<file path="config.mk">
export PLATFORM = sky130hd
export DESIGN_NAME = mac_mdc_engine
export DESIGN_NICKNAME = d
export VERILOG_FILES = /design/src/rtl/mac_mdc_engine.sv
export SDC_FILE = /design/constraint.sdc
export NUM_CORES = 2
export LEC_CHECK = 0
export CAP_MARGIN = 20
export CELL_PAD_IN_SITES_DETAIL_PLACEMENT = 1
export CELL_PAD_IN_SITES_GLOBAL_PLACEMENT = 1
export CORE_UTILIZATION = 55
export CTS_BUF_LIST = sky130_fd_sc_hd__clkbuf_8
export DETAILED_ROUTE_END_ITERATION = 12
export GPL_TIMING_DRIVEN = 1
export PLACE_DENSITY_LB_ADDON = 0.1
export REMOVE_ABC_BUFFERS = 1
export SETUP_SLACK_MARGIN = 0.1
export SYNTH_ARGS = -nofsm -noshare
export SYNTH_HDL_FRONTEND = slang
export SYNTH_SLANG_ARGS = --single-unit
</file>
<file path="constraint.sdc">
create_clock -name clk_i -period 11.7 [get_ports clk_i]
set_input_delay 1.17 -clock clk_i [delete_from_list [all_inputs] [get_ports clk_i]]
set_output_delay 1.17 -clock clk_i [all_outputs]
set_load 0.05 [all_outputs]
</file>
<file path="src/rtl/mac_mdc_engine.sv">
// Two-stage multiply / shift / add-or-accumulate engine with a/b/c -> d streams.
// Build option: define MAC_MDC_ROUND_EN for round-half-up on the stage-1 shift.
module mac_mdc_engine #(
    parameter int DATA_W = 32,
    parameter int CNT_W  = 16
) (
    input  logic                     clk_i,
    input  logic                     rst_ni,
    input  logic                     test_mode_i,
    input  logic                     clear_i,

    input  logic                     a_valid_i,
    input  logic signed [DATA_W-1:0] a_data_i,
    output logic                     a_ready_o,
    input  logic                     b_valid_i,
    input  logic signed [DATA_W-1:0] b_data_i,
    output logic                     b_ready_o,
    input  logic                     c_valid_i,
    input  logic signed [DATA_W-1:0] c_data_i,
    output logic                     c_ready_o,

    output logic                     d_valid_o,
    output logic signed [DATA_W-1:0] d_data_o,
    input  logic                     d_ready_i,

    input  logic                     ctrl_start_i,
    input  logic                     ctrl_clear_i,
    input  logic                     ctrl_enable_i,
    input  logic [CNT_W-1:0]         cnt_limit_i,

    input  logic                     simple_mul_i,
    input  logic [4:0]               shift_i,
    input  logic [CNT_W-1:0]         len_i,

    output logic                     flags_ready_o,
    output logic [CNT_W-1:0]         flags_cnt_o
);

    localparam int PW = 2 * DATA_W;

    logic                     unused_test_mode;
    assign unused_test_mode = test_mode_i;

    // Stage 1 registers
    logic                     s1_valid;
    logic signed [DATA_W-1:0] s1_p;
    logic signed [DATA_W-1:0] s1_c;
    logic                     s1_first;
    logic                     s1_last;

    // Stage 2 / accumulation state
    logic signed [DATA_W-1:0] acc;
    logic [CNT_W-1:0]         beat_cnt;
    logic [CNT_W-1:0]         cnt_q;

    logic                     clr;
    logic                     d_hs;
    logic                     s2_adv;
    logic                     s1_free;
    logic                     in_ready;
    logic                     accept;

    logic signed [PW-1:0]     a_ext;
    logic signed [PW-1:0]     b_ext;
    logic signed [PW-1:0]     prod;
    logic signed [DATA_W-1:0] p_next;

    logic [CNT_W-1:0]         len_eff;
    logic [CNT_W:0]           beat_nxt;
    logic                     beat_first;
    logic                     beat_last;

    logic signed [DATA_W-1:0] acc_base;
    logic signed [DATA_W-1:0] sum;

    assign clr      = clear_i | ctrl_clear_i;
    assign d_hs     = d_valid_o & d_ready_i;
    assign s2_adv   = s1_valid & (~d_valid_o | d_ready_i);
    assign s1_free  = ~s1_valid | s2_adv;
    // Readies are forced low while reset is held so nothing looks accepted.
    assign in_ready = rst_ni & ctrl_enable_i & a_valid_i & b_valid_i & c_valid_i & s1_free;
    assign accept   = in_ready & ~clr;

    assign a_ready_o = in_ready;
    assign b_ready_o = in_ready;
    assign c_ready_o = in_ready;

    assign flags_ready_o = ~s1_valid & ~d_valid_o & (beat_cnt == '0);
    assign flags_cnt_o   = cnt_q;

    assign a_ext = PW'(a_data_i);
    assign b_ext = PW'(b_data_i);
    assign prod  = a_ext * b_ext;

`ifdef MAC_MDC_ROUND_EN
    logic signed [PW-1:0] rnd;

    always_comb begin
        rnd = '0;
        if (shift_i != 5'd0) begin
            rnd[shift_i - 5'd1] = 1'b1;
        end
    end

    assign p_next = DATA_W'((prod + rnd) >>> shift_i);
`else
    assign p_next = DATA_W'(prod >>> shift_i);
`endif

    // Simple-mode beats are treated as one-beat groups so stage 2 has one datapath.
    assign len_eff    = (len_i == '0) ? CNT_W'(1) : len_i;
    assign beat_nxt   = {1'b0, beat_cnt} + 1'b1;
    assign beat_first = simple_mul_i | (beat_cnt == '0);
    assign beat_last  = simple_mul_i | (beat_nxt >= {1'b0, len_eff});

    assign acc_base = s1_first ? s1_c : acc;
    assign sum      = acc_base + s1_p;

    always_ff @(posedge clk_i or negedge rst_ni) begin
        if (!rst_ni) begin
            s1_valid  <= 1'b0;
            s1_p      <= '0;
            s1_c      <= '0;
            s1_first  <= 1'b0;
            s1_last   <= 1'b0;
            acc       <= '0;
            beat_cnt  <= '0;
            cnt_q     <= '0;
            d_valid_o <= 1'b0;
            d_data_o  <= '0;
        end else if (clr) begin
            s1_valid  <= 1'b0;
            acc       <= '0;
            beat_cnt  <= '0;
            cnt_q     <= '0;
            d_valid_o <= 1'b0;
            d_data_o  <= '0;
        end else begin
            if (d_hs && (cnt_q < cnt_limit_i)) begin
                cnt_q <= cnt_q + 1'b1;
            end

            if (s2_adv) begin
                acc <= sum;
            end

            if (s2_adv && s1_last) begin
                d_valid_o <= 1'b1;
                d_data_o  <= sum;
            end else if (d_hs) begin
                d_valid_o <= 1'b0;
            end

            if (accept) begin
                s1_valid <= 1'b1;
                s1_p     <= p_next;
                s1_c     <= c_data_i;
                s1_first <= beat_first;
                s1_last  <= beat_last;
            end else if (s2_adv) begin
                s1_valid <= 1'b0;
            end

            if (ctrl_start_i && flags_ready_o) begin
                beat_cnt <= '0;
            end
            if (accept && !simple_mul_i) begin
                beat_cnt <= beat_last ? '0 : beat_nxt[CNT_W-1:0];
            end
        end
    end

endmodule

</file>
Word-level counts from Yosys, hierarchy flattened

Index checks and enable logic that the tools add are counted.

Word-level logic and storage cells: 67
Output and inout bits: 53
Bits in registers: 164
Input bits: 145

$add $sub $neg: 3
Order comparisons: 2
Mux-type cells: 18
Bitwise logic cells: 18
Shift-type cells: 1
Reductions and logical operators: 14
Multipliers: 1

Operators by type and width:

| cell                                                            | count |
|---|---|
| 32-bit two-way mux                                              | 5 |
| 16-bit two-way mux                                              | 7 |
| 32-bit by 32-bit multiplier with 64-bit output                  | 1 |
| 64-bit by 5-bit >>> shifter with 32-bit output                  | 1 |
| 32-bit adder                                                    | 1 |
| 16-bit zero test                                                | 2 |
| 16-bit by 1-bit adder with 17-bit output, second input constant | 1 |
| 17-bit by 16-bit >= comparator with 1-bit output                | 1 |
| 16-bit by 1-bit adder with 16-bit output, second input constant | 1 |
| 16-bit less-than comparator                                     | 1 |
| 1-bit AND                                                       | 10 |
| 3-bit nonzero test                                              | 3 |
| 1-bit two-way mux                                               | 6 |
| 2-bit nonzero test                                              | 3 |
| 1-bit OR                                                        | 5 |
| 1-bit logical AND                                               | 4 |
| 1-bit inverter                                                  | 3 |
| 2-bit AND reduction                                             | 1 |
| 1-bit zero test                                                 | 1 |

Longest topological paths before layout

Depth after elaboration: 9
Mapped depth: 31
Mapped depth without buffers: 29

Worst setup path after synthesis

OpenSTA, ideal clock, no wires.

Kind: input port to flip-flop
Start point: input port a_data_i[31]
End point: register s1_p[30]
Required time: 11.618 ns
Path buffers: 2
Setup time: 0.082 ns
Arrival time: 9.099 ns
Slack: 2.519 ns
Stages: 29
Cell sequence: clkbuf_1 -> nand2_1 -> inv_1 -> fa_1 -> fa_1 -> inv_1 -> fa_1 -> inv_1 -> fa_1 -> inv_1 -> fa_1 -> fa_1 -> fa_1 -> fa_1 -> inv_1 -> ha_1 -> clkbuf_1 -> a21oi_1 -> nor2b_1 -> o21ai_0 -> nand2b_1 -> a221oi_1 -> o211ai_1 -> a41o_1 -> a31oi_1 -> xor2_1 -> mux4_2 -> a21o_1 -> a22oi_2

Longest elaborated chain between the ends: 2

Ends and longest elaborated chain:

| element                                        | RTL line | text |
|---|---|---|
| from (decl)                                    | 13       | `input logic signed [DATA_W-1:0] a_data_i,` |
| 32-bit by 32-bit multiplier with 64-bit output | 93       | `assign prod = a_ext * b_ext;` |
| 64-bit by 5-bit >>> shifter with 32-bit output | 107      | `assign p_next = DATA_W'(prod >>> shift_i);` |
| to (signal assigned)                           | 156      | `s1_p <= p_next;` |
| to (decl)                                      | 46       | `logic signed [DATA_W-1:0] s1_p;` |

Every way passes these cells.
A chain may end at the register's enable or synchronous reset.

Worst setup path after layout

Start point: input port b_data_i[2]
End point: register s1_p[25]

Longest elaborated chain between the ends: 2

Ends and longest elaborated chain:

| element                                        | RTL line | text |
|---|---|---|
| from (decl)                                    | 16       | `input logic signed [DATA_W-1:0] b_data_i,` |
| 32-bit by 32-bit multiplier with 64-bit output | 93       |  |
| 64-bit by 5-bit >>> shifter with 32-bit output | 107      |  |

Every way passes these cells.

==> results.md <==
* Remaining Overflow, GRT at 0
* Hold Buf Count CTS at 0
* Crit path time final at 10.60 ns
* # port buffers at 196
* Fill count at 9720
* GPL Wtd Cong at 0.9016
* Largest net degree at the start of global routing at 95
* Initial DRC count at 2243
* Placement Rows at 107
* Clock Tree Root: clkbuf_8
* Final WL at 148800 um
* Placeable Area at 85680 sq um
* Total Nets Final at 6616
* Area grow syn2layout at 7.627%
* Antenna-violating nets left at 0
* Most used DFF post-synth: dfrtp_1
* F_max at 94.34 MHz
* R2R cell count at 15
* Hold Startpoint: acc[21]
* Seq/Total Area, Yosys at 0.08585
* Number of synthesized register bits at 164
* Slowest CP cell: clkdlybuf4s50_1
* Worst path required time at 12.06 ns
* CP Capture Type: flop
* RSZ-0062 raised after global routing: no
* Yosys warns at 0
* HPWL after detailed placement at 125300 um
* Final Cycle Share at 0.9060
* Io pins at 198
* Worst slew pin tran at 1.122 ns
* Post-synth ARST share at 1.000
* Clk buf depth at 2
* Die area at 88100 sq um
* Fraction of layout cells with a size suffix above 1 at 0.05308
* Library cells used by synthesis at 93
* Post-CTS sizing at 0
* Via count at 37565
* Cell area after synthesis at 47800 sq um
* TritonCTS Buffers at 17
* DR pass1 iterations at 5
* Worst reg2reg startpoint: s1_first
* Worst R2R Setup Slack at 6.75 ns
* Syn Area/Cell at 9.335 sq um
* DP Worst Slack at 0.5951 ns
* CP startpoint: b_data_i[2]
* Normalized max-slew margin at 0.2495
* Status: completed
* Hold depth at 2
* Antenna violations before repair at 4
* Critical Path Start Type: input port
* Post-CTS setup buffers at 0
* Vias in the first global route at 43773
* ANT cells at 0
* Overall routing resource usage at 0.3496
* First-pass GRT wire length at 242400 um
* Syn Inst Count at 5121
* H-tree depth at 4
* Final number of setup-violating endpoints at 0
* Drt drc at 0
* Max-cap violations at 0
* Fin. Hold Viols at 0
* Clock latency at the later pin of the worst-skew pair at 0.48 ns
* Most used cell, CP: fa_1
* Routed length per instance at 23.60 um
* CTS Sinks at 164
* CTS tree: built
* CP max stage delay at 1.07 ns
* Final Skew at 0.01736 ns
* Fin worst setup slack at 1.100 ns
* EDFF count, synth at 0
* Reg clk slew, reported paths at 0.09 ns
* Max Slew Vio Count at 0
* Crit path max fanout at 19
* Starting density of the core at 0.5579
* Die W at 296.8 um
* Multi-input logic area at 39720 sq um
* Setup Total Neg Slack at 0 ns
* Die Height at 296.8 um
* Via/cell ratio at 5.957
* Worst Setup Path Type: in2reg
* WP data arrival at 10.96 ns
* Register area at 4104 sq um
* Hold Path Class: reg2reg
## worst paths after layout
path / to
setup / recovery: s1_p[25]
setup reg to reg: d_data_o[31]
min in group asynchronous: flags_cnt_o[9]
hold / removal: acc[21]
hold reg to reg: acc[21]
max in group asynchronous: acc[9]
## routing by layer
| layer | wire length, um | global-route usage | vias to the layer above | share of wire |
|---|---|---|---|---|
| met2 | 77560 | 0.6300 | 1283 | 0.52 |
| met5 | 9 | 0 | - | 0.000060 |
| met4 | 6218 | 0.1368 | 2 | 0.042 |
| met3 | 8045 | 0.04308 | 374 | 0.054 |
| li1 | - | - | 16102 | - |
| met1 | 56960 | 0.4246 | 19804 | 0.38 |
## metrics by stage
stage / instance area [sq um] / std cells / hold slack [ns] / utilization
final: 51450 / 6306 / 0.4853 / 0.6005
after floorplan: 46590 / 4809 / 0.4401 / -
after detailed placement: 50910 / 6273 / 0.4666 / 0.5942
after global placement: 50870 / 6271 / 0.4556 / 0.5937
after CTS: 51390 / 6304 / 0.4875 / 0.5998
after global routing: 51450 / 6306 / 0.5176 / 0.6005
## placed cells by master, fill, tap and decap left out, drive strengths merged, types with 40 or more instances in the layout
master / n
fa: 1074
buf: 133
nand2: 920
a21o: 55
nand2b: 40
nor2: 144
mux2: 51
xnor2: 81
clkdlybuf4s50: 189
a21oi: 140
ha: 247
and2: 408
inv: 741
mux2i: 73
o21ai: 100
nand3: 46
a211oi: 49
dfrtp: 164
## area by class of cell
type,instances,area share
multi-input cells,3907,0.7720
flip-flops and latches,164,0.07977
repair buffers,322,0.05720
inverters,738,0.05384
well taps,1144,0.02782
clock inverters,14,0.004815
clock buffers,17,0.004548
## state kept, by name (all words and copies together), names as in the netlist
name and cells:
beat_cnt 16, s1_first 1, s1_last 1, s1_valid 1, s1_c 32, d_valid_o 1, acc 32, flags_cnt_o 16
d_data_o 32, s1_p 32
## cells in the mapped netlist, types with 23 or more instances
| master | n | area [sq um] |
|---|---|---|
| dfrtp_1 | 164 | 4104 |
| xor2_1 | 39 | 341.6 |
| mux4_2 | 27 | 608.1 |
| o211ai_1 | 23 | 172.7 |
| and2_1 | 407 | 2546 |
| xnor2_1 | 81 | 709.4 |
| a31oi_1 | 27 | 168.9 |
| a21oi_1 | 140 | 700.7 |
| mux2_2 | 51 | 574.3 |
| o21a_1 | 23 | 172.7 |
| o21ai_0 | 81 | 405.4 |
| fa_1 | 1074 | 21500 |
| o31ai_1 | 34 | 255.2 |
| a211oi_1 | 49 | 367.9 |
| clkbuf_1 | 277 | 1040 |
| inv_1 | 732 | 2748 |
| ha_1 | 247 | 3090 |
| nor3_1 | 34 | 170.2 |
| nand2_1 | 920 | 3453 |
| nand2b_1 | 40 | 250.2 |
| mux2i_1 | 73 | 730.7 |
| nand3_1 | 45 | 225.2 |
| nor2_1 | 144 | 540.5 |
| and3_1 | 31 | 193.9 |
| nand4_1 | 27 | 168.9 |
| a21o_1 | 55 | 412.9 |
## worst max-delay path, delay by kind of cell
| kind | cells | cell delay, ns |
|---|---|---|
| fa+ha+maj | 9 | 4.48 |
| buf+inv | 7 | 1.89 |
| compound gates | 10 | 2.70 |
| simple gates | 3 | 0.69 |
## kinds of logic after synthesis
group / Yosys count / synth area share
AO/OA/AOI/OAI: 586 / 0.08384
XOR/XNOR: 120 / 0.02199
adder cells (fa/ha/maj): 1321 / 0.5144
buffers and inverters: 1050 / 0.08334
flip-flops: 164 / 0.08585
multiplexers: 151 / 0.04002
AND/OR/NAND/NOR: 1729 / 0.1705
Power is not shown: default switching activity piles up to over one toggle a cycle in this logic, so the estimate is an artifact.
